### src/rtl/axi4_slave_mem_if.sv
// rtl/axi4_slave_mem_if.sv - AXI4 full bus bundle with master and slave views
interface axi4_if #(
  parameter int DATA_BYTES      = 4,
  parameter int ADDR_BYTES      = 1,
  parameter int NUM_ID_BITS_P   = 4,
  parameter int NUM_USER_BITS_P = 4
);
  logic                          awvalid;
  logic                          awready;
  logic [ADDR_BYTES*8-1:0]       awaddr;
  logic [7:0]                    awlen;
  logic [2:0]                    awsize;
  logic [1:0]                    awburst;
  logic [NUM_ID_BITS_P-1:0]      awid;
  logic [NUM_USER_BITS_P-1:0]    awuser;
  logic [3:0]                    awcache;
  logic [2:0]                    awprot;
  logic                          awlock;
  logic [3:0]                    awregion;
  logic [3:0]                    awqos;

  logic                          wvalid;
  logic                          wready;
  logic [DATA_BYTES*8-1:0]       wdata;
  logic [DATA_BYTES-1:0]         wstrb;
  logic                          wlast;
  logic [NUM_USER_BITS_P-1:0]    wuser;

  logic                          bwvalid;
  logic                          bwready;
  logic [1:0]                    bresp;
  logic [NUM_ID_BITS_P-1:0]      bid;
  logic [NUM_USER_BITS_P-1:0]    buser;

  logic                          arvalid;
  logic                          arready;
  logic [ADDR_BYTES*8-1:0]       araddr;
  logic [7:0]                    arlen;
  logic [2:0]                    arsize;
  logic [1:0]                    arburst;
  logic [NUM_ID_BITS_P-1:0]      arid;
  logic [NUM_USER_BITS_P-1:0]    aruser;
  logic [3:0]                    arcache;
  logic [2:0]                    arprot;
  logic                          arlock;
  logic [3:0]                    arregion;
  logic [3:0]                    arqos;

  logic                          rvalid;
  logic                          rready;
  logic [DATA_BYTES*8-1:0]       rdata;
  logic [1:0]                    rresp;
  logic                          rlast;
  logic [NUM_ID_BITS_P-1:0]      rid;
  logic [NUM_USER_BITS_P-1:0]    ruser;

  modport master (
    output awvalid, awaddr, awlen, awsize, awburst, awid, awuser,
           awcache, awprot, awlock, awregion, awqos,
    input  awready,
    output wvalid, wdata, wstrb, wlast, wuser,
    input  wready,
    input  bwvalid, bresp, bid, buser,
    output bwready,
    output arvalid, araddr, arlen, arsize, arburst, arid, aruser,
           arcache, arprot, arlock, arregion, arqos,
    input  arready,
    input  rvalid, rdata, rresp, rlast, rid, ruser,
    output rready
  );

  modport slave (
    input  awvalid, awaddr, awlen, awsize, awburst, awid, awuser,
           awcache, awprot, awlock, awregion, awqos,
    output awready,
    input  wvalid, wdata, wstrb, wlast, wuser,
    output wready,
    output bwvalid, bresp, bid, buser,
    input  bwready,
    input  arvalid, araddr, arlen, arsize, arburst, arid, aruser,
           arcache, arprot, arlock, arregion, arqos,
    output arready,
    output rvalid, rdata, rresp, rlast, rid, ruser,
    input  rready
  );
endinterface

### src/rtl/axi4_slave_mem.sv
// rtl/axi4_slave_mem.sv - AXI4 full slave backed by a byte-addressable register memory
// Independent write and read FSMs, one outstanding transaction each; FIXED/INCR/WRAP bursts.
module axi4_slave_mem #(
  parameter int DATA_BYTES      = 4,
  parameter int ADDR_BYTES      = 1,
  parameter int NUM_ID_BITS_P   = 4,
  parameter int NUM_USER_BITS_P = 4
) (
  input logic   aclk,
  input logic   areset,
  axi4_if.slave bus
);

  localparam int ADDR_W    = ADDR_BYTES * 8;
  localparam int DATA_W    = DATA_BYTES * 8;
  localparam int LOG2_DB   = (DATA_BYTES > 1) ? $clog2(DATA_BYTES) : 0;
  localparam int IDX_W     = ADDR_W - LOG2_DB;
  localparam int NUM_WORDS = 1 << IDX_W;
  // wide enough for a 16-beat wrap window of 128-byte beats
  localparam int EXT_W     = ADDR_W + 16;
  localparam logic [2:0] MAX_SIZE    = 3'(LOG2_DB);
  localparam logic [1:0] RESP_OKAY   = 2'b00;
  localparam logic [1:0] RESP_SLVERR = 2'b10;

  typedef enum logic [1:0] {W_IDLE, W_DATA, W_RESP} w_state_t;
  typedef enum logic       {R_IDLE, R_DATA} r_state_t;

  function automatic logic wrap_len_ok(input logic [7:0] len);
    return (len == 8'd1) || (len == 8'd3) || (len == 8'd7) || (len == 8'd15);
  endfunction

  function automatic logic cmd_err(input logic [7:0] len, input logic [2:0] size,
                                   input logic [1:0] burst);
    return (size > MAX_SIZE) || (burst == 2'd3) ||
           ((burst == 2'd2) && !wrap_len_ok(len));
  endfunction

  // Illegal WRAP lengths and the reserved burst type both advance like INCR.
  function automatic logic [ADDR_W-1:0] next_addr(input logic [ADDR_W-1:0] addr,
                                                  input logic [7:0] len,
                                                  input logic [2:0] size,
                                                  input logic [1:0] burst);
    logic [EXT_W-1:0] a_x;
    logic [EXT_W-1:0] step;
    logic [EXT_W-1:0] mask;
    logic [EXT_W-1:0] sum;
    logic [EXT_W-1:0] res;
    a_x  = EXT_W'(addr);
    step = EXT_W'(1) << size;
    mask = ((EXT_W'(len) + EXT_W'(1)) << size) - EXT_W'(1);
    sum  = a_x + step;
    res  = sum;
    if (burst == 2'd0) begin
      res = a_x;
    end else if ((burst == 2'd2) && wrap_len_ok(len)) begin
      res = (a_x & ~mask) | (sum & mask);
    end
    return ADDR_W'(res);
  endfunction

  logic [DATA_W-1:0] mem [NUM_WORDS];

  // ---------------- write path ----------------
  w_state_t                   w_state, w_next;
  logic                       awready_q, wready_q, bvalid_q;
  logic [ADDR_W-1:0]          w_addr;
  logic [7:0]                 w_len, w_cnt;
  logic [2:0]                 w_size;
  logic [1:0]                 w_burst;
  logic [NUM_ID_BITS_P-1:0]   w_id;
  logic                       w_err, w_size_err;
  logic                       aw_hs, w_hs, b_hs, w_last_beat;
  logic [IDX_W-1:0]           w_idx;

  assign aw_hs       = bus.awvalid & awready_q;
  assign w_hs        = bus.wvalid & wready_q;
  assign b_hs        = bvalid_q & bus.bwready;
  assign w_last_beat = (w_cnt == w_len);
  assign w_idx       = w_addr[ADDR_W-1:LOG2_DB];

  always_comb begin
    w_next = w_state;
    case (w_state)
      W_IDLE:  if (aw_hs) w_next = W_DATA;
      W_DATA:  if (w_hs && w_last_beat) w_next = W_RESP;
      W_RESP:  if (b_hs) w_next = W_IDLE;
      default: w_next = W_IDLE;
    endcase
  end

  // Ready/valid flags are registered from the next state so they stay low through reset.
  always_ff @(posedge aclk or posedge areset) begin
    if (areset) begin
      w_state   <= W_IDLE;
      awready_q <= 1'b0;
      wready_q  <= 1'b0;
      bvalid_q  <= 1'b0;
    end else begin
      w_state   <= w_next;
      awready_q <= (w_next == W_IDLE);
      wready_q  <= (w_next == W_DATA);
      bvalid_q  <= (w_next == W_RESP);
    end
  end

  always_ff @(posedge aclk or posedge areset) begin
    if (areset) begin
      w_addr     <= '0;
      w_len      <= '0;
      w_size     <= '0;
      w_burst    <= '0;
      w_id       <= '0;
      w_cnt      <= '0;
      w_err      <= 1'b0;
      w_size_err <= 1'b0;
    end else if (aw_hs) begin
      w_addr     <= bus.awaddr;
      w_len      <= bus.awlen;
      w_size     <= bus.awsize;
      w_burst    <= bus.awburst;
      w_id       <= bus.awid;
      w_cnt      <= '0;
      w_err      <= cmd_err(bus.awlen, bus.awsize, bus.awburst);
      w_size_err <= (bus.awsize > MAX_SIZE);
    end else if (w_hs) begin
      w_addr <= next_addr(w_addr, w_len, w_size, w_burst);
      w_cnt  <= w_cnt + 8'd1;
      if (bus.wlast != w_last_beat) w_err <= 1'b1;
    end
  end

  always_ff @(posedge aclk or posedge areset) begin
    if (areset) begin
      for (int i = 0; i < NUM_WORDS; i++) mem[i] <= '0;
    end else if (w_hs && !w_size_err) begin
      for (int b = 0; b < DATA_BYTES; b++) begin
        if (bus.wstrb[b]) mem[w_idx][b*8 +: 8] <= bus.wdata[b*8 +: 8];
      end
    end
  end

  // ---------------- read path ----------------
  r_state_t                   r_state, r_next;
  logic                       arready_q, rvalid_q;
  logic [ADDR_W-1:0]          r_addr;
  logic [7:0]                 r_len, r_cnt;
  logic [2:0]                 r_size;
  logic [1:0]                 r_burst;
  logic [NUM_ID_BITS_P-1:0]   r_id;
  logic                       r_err, r_size_err;
  logic                       ar_hs, r_hs, r_last_beat;
  logic [IDX_W-1:0]           r_idx;

  assign ar_hs       = bus.arvalid & arready_q;
  assign r_hs        = rvalid_q & bus.rready;
  assign r_last_beat = (r_cnt == r_len);
  assign r_idx       = r_addr[ADDR_W-1:LOG2_DB];

  always_comb begin
    r_next = r_state;
    case (r_state)
      R_IDLE:  if (ar_hs) r_next = R_DATA;
      R_DATA:  if (r_hs && r_last_beat) r_next = R_IDLE;
      default: r_next = R_IDLE;
    endcase
  end

  always_ff @(posedge aclk or posedge areset) begin
    if (areset) begin
      r_state   <= R_IDLE;
      arready_q <= 1'b0;
      rvalid_q  <= 1'b0;
    end else begin
      r_state   <= r_next;
      arready_q <= (r_next == R_IDLE);
      rvalid_q  <= (r_next == R_DATA);
    end
  end

  always_ff @(posedge aclk or posedge areset) begin
    if (areset) begin
      r_addr     <= '0;
      r_len      <= '0;
      r_size     <= '0;
      r_burst    <= '0;
      r_id       <= '0;
      r_cnt      <= '0;
      r_err      <= 1'b0;
      r_size_err <= 1'b0;
    end else if (ar_hs) begin
      r_addr     <= bus.araddr;
      r_len      <= bus.arlen;
      r_size     <= bus.arsize;
      r_burst    <= bus.arburst;
      r_id       <= bus.arid;
      r_cnt      <= '0;
      r_err      <= cmd_err(bus.arlen, bus.arsize, bus.arburst);
      r_size_err <= (bus.arsize > MAX_SIZE);
    end else if (r_hs) begin
      r_addr <= next_addr(r_addr, r_len, r_size, r_burst);
      r_cnt  <= r_cnt + 8'd1;
    end
  end

  // ---------------- outputs ----------------
  assign bus.awready = awready_q;
  assign bus.wready  = wready_q;
  assign bus.bwvalid = bvalid_q;
  assign bus.bresp   = (bvalid_q && w_err) ? RESP_SLVERR : RESP_OKAY;
  assign bus.bid     = w_id;
  assign bus.buser   = '0;

  assign bus.arready = arready_q;
  assign bus.rvalid  = rvalid_q;
  // Read is combinational from the array, so a same-cycle write is seen one cycle later.
  assign bus.rdata   = (rvalid_q && !r_size_err) ? mem[r_idx] : '0;
  assign bus.rresp   = (rvalid_q && r_err) ? RESP_SLVERR : RESP_OKAY;
  assign bus.rlast   = rvalid_q & r_last_beat;
  assign bus.rid     = r_id;
  assign bus.ruser   = '0;

  logic unused_ok;
  assign unused_ok = ^{bus.awuser, bus.awcache, bus.awprot, bus.awlock, bus.awregion,
                       bus.awqos, bus.wuser, bus.aruser, bus.arcache, bus.arprot,
                       bus.arlock, bus.arregion, bus.arqos};

endmodule

### src/flat_wrapper.sv
// flat-port wrapper written by rule: the top's interface ports become plain ports
module axi4_slave_mem_flat 
#(
  parameter int DATA_BYTES      = 4,
  parameter int ADDR_BYTES      = 1,
  parameter int NUM_ID_BITS_P   = 4,
  parameter int NUM_USER_BITS_P = 4
)
  (aclk, areset, bus_awvalid, bus_awaddr, bus_awlen, bus_awsize, bus_awburst, bus_awid, bus_awuser, bus_awcache, bus_awprot, bus_awlock, bus_awregion, bus_awqos, bus_awready, bus_wvalid, bus_wdata, bus_wstrb, bus_wlast, bus_wuser, bus_wready, bus_bwvalid, bus_bresp, bus_bid, bus_buser, bus_bwready, bus_arvalid, bus_araddr, bus_arlen, bus_arsize, bus_arburst, bus_arid, bus_aruser, bus_arcache, bus_arprot, bus_arlock, bus_arregion, bus_arqos, bus_arready, bus_rvalid, bus_rdata, bus_rresp, bus_rlast, bus_rid, bus_ruser, bus_rready);
  axi4_if #(.DATA_BYTES(DATA_BYTES), .ADDR_BYTES(ADDR_BYTES), .NUM_ID_BITS_P(NUM_ID_BITS_P), .NUM_USER_BITS_P(NUM_USER_BITS_P)) bus_i ();
  input logic aclk;
  input logic areset;
  input wire logic [$bits(bus_i.awvalid)-1:0] bus_awvalid;
  input wire logic [$bits(bus_i.awaddr)-1:0] bus_awaddr;
  input wire logic [$bits(bus_i.awlen)-1:0] bus_awlen;
  input wire logic [$bits(bus_i.awsize)-1:0] bus_awsize;
  input wire logic [$bits(bus_i.awburst)-1:0] bus_awburst;
  input wire logic [$bits(bus_i.awid)-1:0] bus_awid;
  input wire logic [$bits(bus_i.awuser)-1:0] bus_awuser;
  input wire logic [$bits(bus_i.awcache)-1:0] bus_awcache;
  input wire logic [$bits(bus_i.awprot)-1:0] bus_awprot;
  input wire logic [$bits(bus_i.awlock)-1:0] bus_awlock;
  input wire logic [$bits(bus_i.awregion)-1:0] bus_awregion;
  input wire logic [$bits(bus_i.awqos)-1:0] bus_awqos;
  output wire logic [$bits(bus_i.awready)-1:0] bus_awready;
  input wire logic [$bits(bus_i.wvalid)-1:0] bus_wvalid;
  input wire logic [$bits(bus_i.wdata)-1:0] bus_wdata;
  input wire logic [$bits(bus_i.wstrb)-1:0] bus_wstrb;
  input wire logic [$bits(bus_i.wlast)-1:0] bus_wlast;
  input wire logic [$bits(bus_i.wuser)-1:0] bus_wuser;
  output wire logic [$bits(bus_i.wready)-1:0] bus_wready;
  output wire logic [$bits(bus_i.bwvalid)-1:0] bus_bwvalid;
  output wire logic [$bits(bus_i.bresp)-1:0] bus_bresp;
  output wire logic [$bits(bus_i.bid)-1:0] bus_bid;
  output wire logic [$bits(bus_i.buser)-1:0] bus_buser;
  input wire logic [$bits(bus_i.bwready)-1:0] bus_bwready;
  input wire logic [$bits(bus_i.arvalid)-1:0] bus_arvalid;
  input wire logic [$bits(bus_i.araddr)-1:0] bus_araddr;
  input wire logic [$bits(bus_i.arlen)-1:0] bus_arlen;
  input wire logic [$bits(bus_i.arsize)-1:0] bus_arsize;
  input wire logic [$bits(bus_i.arburst)-1:0] bus_arburst;
  input wire logic [$bits(bus_i.arid)-1:0] bus_arid;
  input wire logic [$bits(bus_i.aruser)-1:0] bus_aruser;
  input wire logic [$bits(bus_i.arcache)-1:0] bus_arcache;
  input wire logic [$bits(bus_i.arprot)-1:0] bus_arprot;
  input wire logic [$bits(bus_i.arlock)-1:0] bus_arlock;
  input wire logic [$bits(bus_i.arregion)-1:0] bus_arregion;
  input wire logic [$bits(bus_i.arqos)-1:0] bus_arqos;
  output wire logic [$bits(bus_i.arready)-1:0] bus_arready;
  output wire logic [$bits(bus_i.rvalid)-1:0] bus_rvalid;
  output wire logic [$bits(bus_i.rdata)-1:0] bus_rdata;
  output wire logic [$bits(bus_i.rresp)-1:0] bus_rresp;
  output wire logic [$bits(bus_i.rlast)-1:0] bus_rlast;
  output wire logic [$bits(bus_i.rid)-1:0] bus_rid;
  output wire logic [$bits(bus_i.ruser)-1:0] bus_ruser;
  input wire logic [$bits(bus_i.rready)-1:0] bus_rready;
  assign bus_i.awvalid = bus_awvalid;
  assign bus_i.awaddr = bus_awaddr;
  assign bus_i.awlen = bus_awlen;
  assign bus_i.awsize = bus_awsize;
  assign bus_i.awburst = bus_awburst;
  assign bus_i.awid = bus_awid;
  assign bus_i.awuser = bus_awuser;
  assign bus_i.awcache = bus_awcache;
  assign bus_i.awprot = bus_awprot;
  assign bus_i.awlock = bus_awlock;
  assign bus_i.awregion = bus_awregion;
  assign bus_i.awqos = bus_awqos;
  assign bus_awready = bus_i.awready;
  assign bus_i.wvalid = bus_wvalid;
  assign bus_i.wdata = bus_wdata;
  assign bus_i.wstrb = bus_wstrb;
  assign bus_i.wlast = bus_wlast;
  assign bus_i.wuser = bus_wuser;
  assign bus_wready = bus_i.wready;
  assign bus_bwvalid = bus_i.bwvalid;
  assign bus_bresp = bus_i.bresp;
  assign bus_bid = bus_i.bid;
  assign bus_buser = bus_i.buser;
  assign bus_i.bwready = bus_bwready;
  assign bus_i.arvalid = bus_arvalid;
  assign bus_i.araddr = bus_araddr;
  assign bus_i.arlen = bus_arlen;
  assign bus_i.arsize = bus_arsize;
  assign bus_i.arburst = bus_arburst;
  assign bus_i.arid = bus_arid;
  assign bus_i.aruser = bus_aruser;
  assign bus_i.arcache = bus_arcache;
  assign bus_i.arprot = bus_arprot;
  assign bus_i.arlock = bus_arlock;
  assign bus_i.arregion = bus_arregion;
  assign bus_i.arqos = bus_arqos;
  assign bus_arready = bus_i.arready;
  assign bus_rvalid = bus_i.rvalid;
  assign bus_rdata = bus_i.rdata;
  assign bus_rresp = bus_i.rresp;
  assign bus_rlast = bus_i.rlast;
  assign bus_rid = bus_i.rid;
  assign bus_ruser = bus_i.ruser;
  assign bus_i.rready = bus_rready;
  axi4_slave_mem #(.DATA_BYTES(DATA_BYTES), .ADDR_BYTES(ADDR_BYTES), .NUM_ID_BITS_P(NUM_ID_BITS_P), .NUM_USER_BITS_P(NUM_USER_BITS_P)) u_core (.aclk(aclk), .areset(areset), .bus(bus_i));
endmodule
### config.mk
export PLATFORM = sky130hd
export DESIGN_NAME = axi4_slave_mem_flat
export DESIGN_NICKNAME = d
export VERILOG_FILES = /design/src/rtl/axi4_slave_mem_if.sv /design/src/rtl/axi4_slave_mem.sv /design/src/flat_wrapper.sv
export SDC_FILE = /design/constraint.sdc
export NUM_CORES = 2
export LEC_CHECK = 0
export CAP_MARGIN = 20
export CELL_PAD_IN_SITES_DETAIL_PLACEMENT = 1
export CELL_PAD_IN_SITES_GLOBAL_PLACEMENT = 1
export CORE_ASPECT_RATIO = 0.6
export CORE_MARGIN = 3
export CORE_UTILIZATION = 51
export CTS_CLUSTER_DIAMETER = 40
export DETAILED_ROUTE_END_ITERATION = 7
export GPL_TIMING_DRIVEN = 0
export MAX_ROUTING_LAYER = met4
export PLACE_DENSITY_LB_ADDON = 0.15
export SYNTH_ARGS = -nofsm -noshare
export SYNTH_HDL_FRONTEND = slang
export SYNTH_SLANG_ARGS = --single-unit
### constraint.sdc
create_clock -name aclk -period 91.2 [get_ports aclk]
set_input_delay 13.68 -clock aclk [delete_from_list [all_inputs] [get_ports aclk]]
set_output_delay 13.68 -clock aclk [all_outputs]
set_load 0.05 [all_outputs]
==> summary.md <==
| Metric | Value |
|---|---|
| Layout cells sized above 1 | `47.9%` |
| PD cells | `28.3 nW/um2` |
| Largest net degree at the start of global routing | `135` |
| Worst IR Drop VDD | `0.0000259 V` |
| Drt initial violations | `7167` |
| Cell area after synthesis | `98300 um2` |
| Setup violators final | `0` |
| GRT Overall Usage | `37.1%` |
| Measured slew at the worst slew-check pin | `1.29 ns` |
| Die X-Extent | `573 um` |
| CTS tree | `built` |
| CP Class | `flip-flop to output port` |
| Fin crit period | `20.79 ns` |
| CTS Sinks | `2125` |
| EDFF count, synth | `0` |
| Hold_buf cts | `0` |
| DR WL/cell | `37.3 um` |
| Grt total ovfl | `0` |
| Yosys reg bits | `2125` |
| # port buffers | `109` |
| Synth top area share | `54.1%` |
| Post-DR vias/cell | `6.59` |
| Worst Path Required | `77.52 ns` |
| Routed WL | `357000 um` |
| Period Utilization, post-route | `22.8%` |
| Max_cap viols | `0` |
| Synthesis-to-layout area growth | `13.9%` |
| Inst Count DP | `9111` |
| Clk buf depth | `4` |
| Vias after detailed routing | `63000` |
| Die ar. | `198000 um2` |
| Post-route DRC | `0` |
| Setup TNS | `0 ns` |
| DR pass1 iterations | `6` |
| Starting Density | `51.5%` |
| Antenna Violating Nets Remaining | `0` |
| Final instance area | `112000 um2` |
| Syn Area/Cell | `15.6 um2` |
| Synth area leaders | `dfrtp_1 (54%), mux2_2 (23%), mux4_2 (15%)` |
| Clock-pin slew on the worst setup and hold paths | `0.06 ns` |
| Core Area | `191000 um2` |
| Mapped Cells | `6304` |
| Placer Congestion | `0.953` |
| Worst hold-check path type | `flip-flop to flip-flop` |
| RSZ-0062 raised after global routing | `false` |
| Row count | `124` |
| Leakage | `52.5 nW` |
| Post-DP Area | `104000 um2` |
| Slew Limit Fails | `0` |
| Critical Path Sink Type | `output port` |
| Async SR Flop Fraction | `100%` |
| Library cells used by synthesis | `69` |
| Dpl hpwl | `266000 um` |
| Run status | `finished clean` |
| H-tree Lvls | `4` |
| Nets | `6934` |
| Seq/Total Area, Yosys | `54.1%` |
| Slew HR | `13.8%` |
| Post_cts resized | `0` |
| I/O Pins | `196` |
| Final Hold Vio Count | `0` |
| CP Launch Type | `flip-flop` |
| Post-synth top cells | `dfrtp_1 (2125), mux2_2 (2051), mux4_2 (654)` |
| Max Clock Freq | `48.1 MHz` |
| Most used DFF post-synth | `dfrtp_1` |
| CTS root buffer | `clkbuf_16` |
| Chip height | `346 um` |
| Setup bufs post-CTS | `0` |
| Most numerous cell in the Yosys netlist | `dfrtp_1` |
| Area leader, netlist | `dfrtp_1` |
| First-pass GRT wire length | `507000 um` |
| Initial antenna violation count | `15` |
| Worst skew pair latency | `0.89 ns` |
| Vias in the first global route | `66000` |
| Worst EP arrival | `7.11 ns` |
| CTS Buf Count | `222` |
| Worst Skew | `0.0378 ns` |
| Ys Warns | `0` |
| Post-Layout Cell Count | `9556` |
| Crit-path max FO | `10` |
## placed cells by master (no fill, tap or decap), types with 43 or more instances in the layout
master / instances
mux2_2: 2051
clkbuf_1: 321
nor2_1: 263
o21ai_0: 43
buf_4: 62
a21oi_1: 50
buf_1: 62
clkbuf_8: 50
clkbuf_16: 227
buf_2: 79
nand2_1: 263
dfrtp_1: 2125
clkdlybuf4s50_1: 109
mux4_2: 654
## area by class of cell
type                            instances  area (um2)
Fill cell                           17400       79000
Sequential cell                      2125       53200
Multi-Input combinational cell       3690       43100
Clock buffer                          307        6470
Tap cell                             2583        3230
Timing Repair Buffer                  235        2940
Buffer                                473        2000
Clock inverter                         94         940
Inverter                               25         101
Antenna cell                           24        60.1
## stage by stage
stage	hold slack [ns]	total power, mW	utilization [%]	worst slack, ns
2_1_floorplan	0.441	1.79	-	17.49
4_1_cts	0.478	3.15	58.5	70.55
6_report	0.473	3.17	58.7	70.41
5_1_grt	0.511	3.27	58.6	70.43
3_5_place_dp	0.463	2.20	54.6	71.52
3_3_place_gp	0.457	2.16	53.8	-5.38
## worst max-delay path, stage by stage, from the launching register on
cell and delay [ns]:
dfrtp_1 0.38, buf_2 0.30, inv_1 0.42, buf_2 0.63, buf_2 0.58, clkbuf_1 0.95
clkbuf_1 0.98, nand2_1 0.12, a311oi_1 0.83, clkdlybuf4s50_1 0.99
## final timing paths
kind | start | end | slack [ns] | cells after the start
hold reg to reg | u_core.bus.rid[2] | u_core.bus.rid[2] | 0.47 | 2
hold / removal | u_core.bus.rid[2] | u_core.bus.rid[2] | 0.47 | 2
setup / recovery | flip-flop | bus_rdata[8] | 70.41 | 9
min in group asynchronous | areset | u_core.mem[639] | 13.39 | 3
max in group asynchronous | areset | u_core.mem[1298] | 74.61 | 8
setup reg to reg | flip-flop | flip-flop | 86.60 | 7
## logic make-up after synthesis
family	after synthesis	share of synthesized area [%]
simple gates	680	3.00
mux	2722	38.6
other cells	1	0.00381
fa+ha+maj	24	0.321
buf+inv	498	2.10
flops	2125	54.1
compound gates	198	1.34
xor+xnor	56	0.499
## sequential cells by signal (all words and copies together) (netlist names), 2 cells and up, named ones only
signal          flops
u_core.r_burst      2
u_core.w_cnt        8
u_core.w_burst      2
u_core.mem       2048
u_core.w_len        8
u_core.r_cnt        8
u_core.bus.bid      4
u_core.r_size       3
u_core.bus.rid      4
u_core.r_len        8
u_core.w_state      2
u_core.w_size       3
## report_power, final
part	switching (mW)	internal, mW	leakage, nW
registers	0.100	1.11	29.4
logic	0.624	0.394	19.5
clock network	0.407	0.532	3.65
## metal layers
metal	vias up	part of all wire, %	track usage, %
met5	-	0	-
li1	24500	-	-
met1	35000	44	53.5
met4	0	3.6	12.1
met3	566	11	11.5
met2	2942	42	49.9
Note: power is estimated with default switching activity, not from simulation.
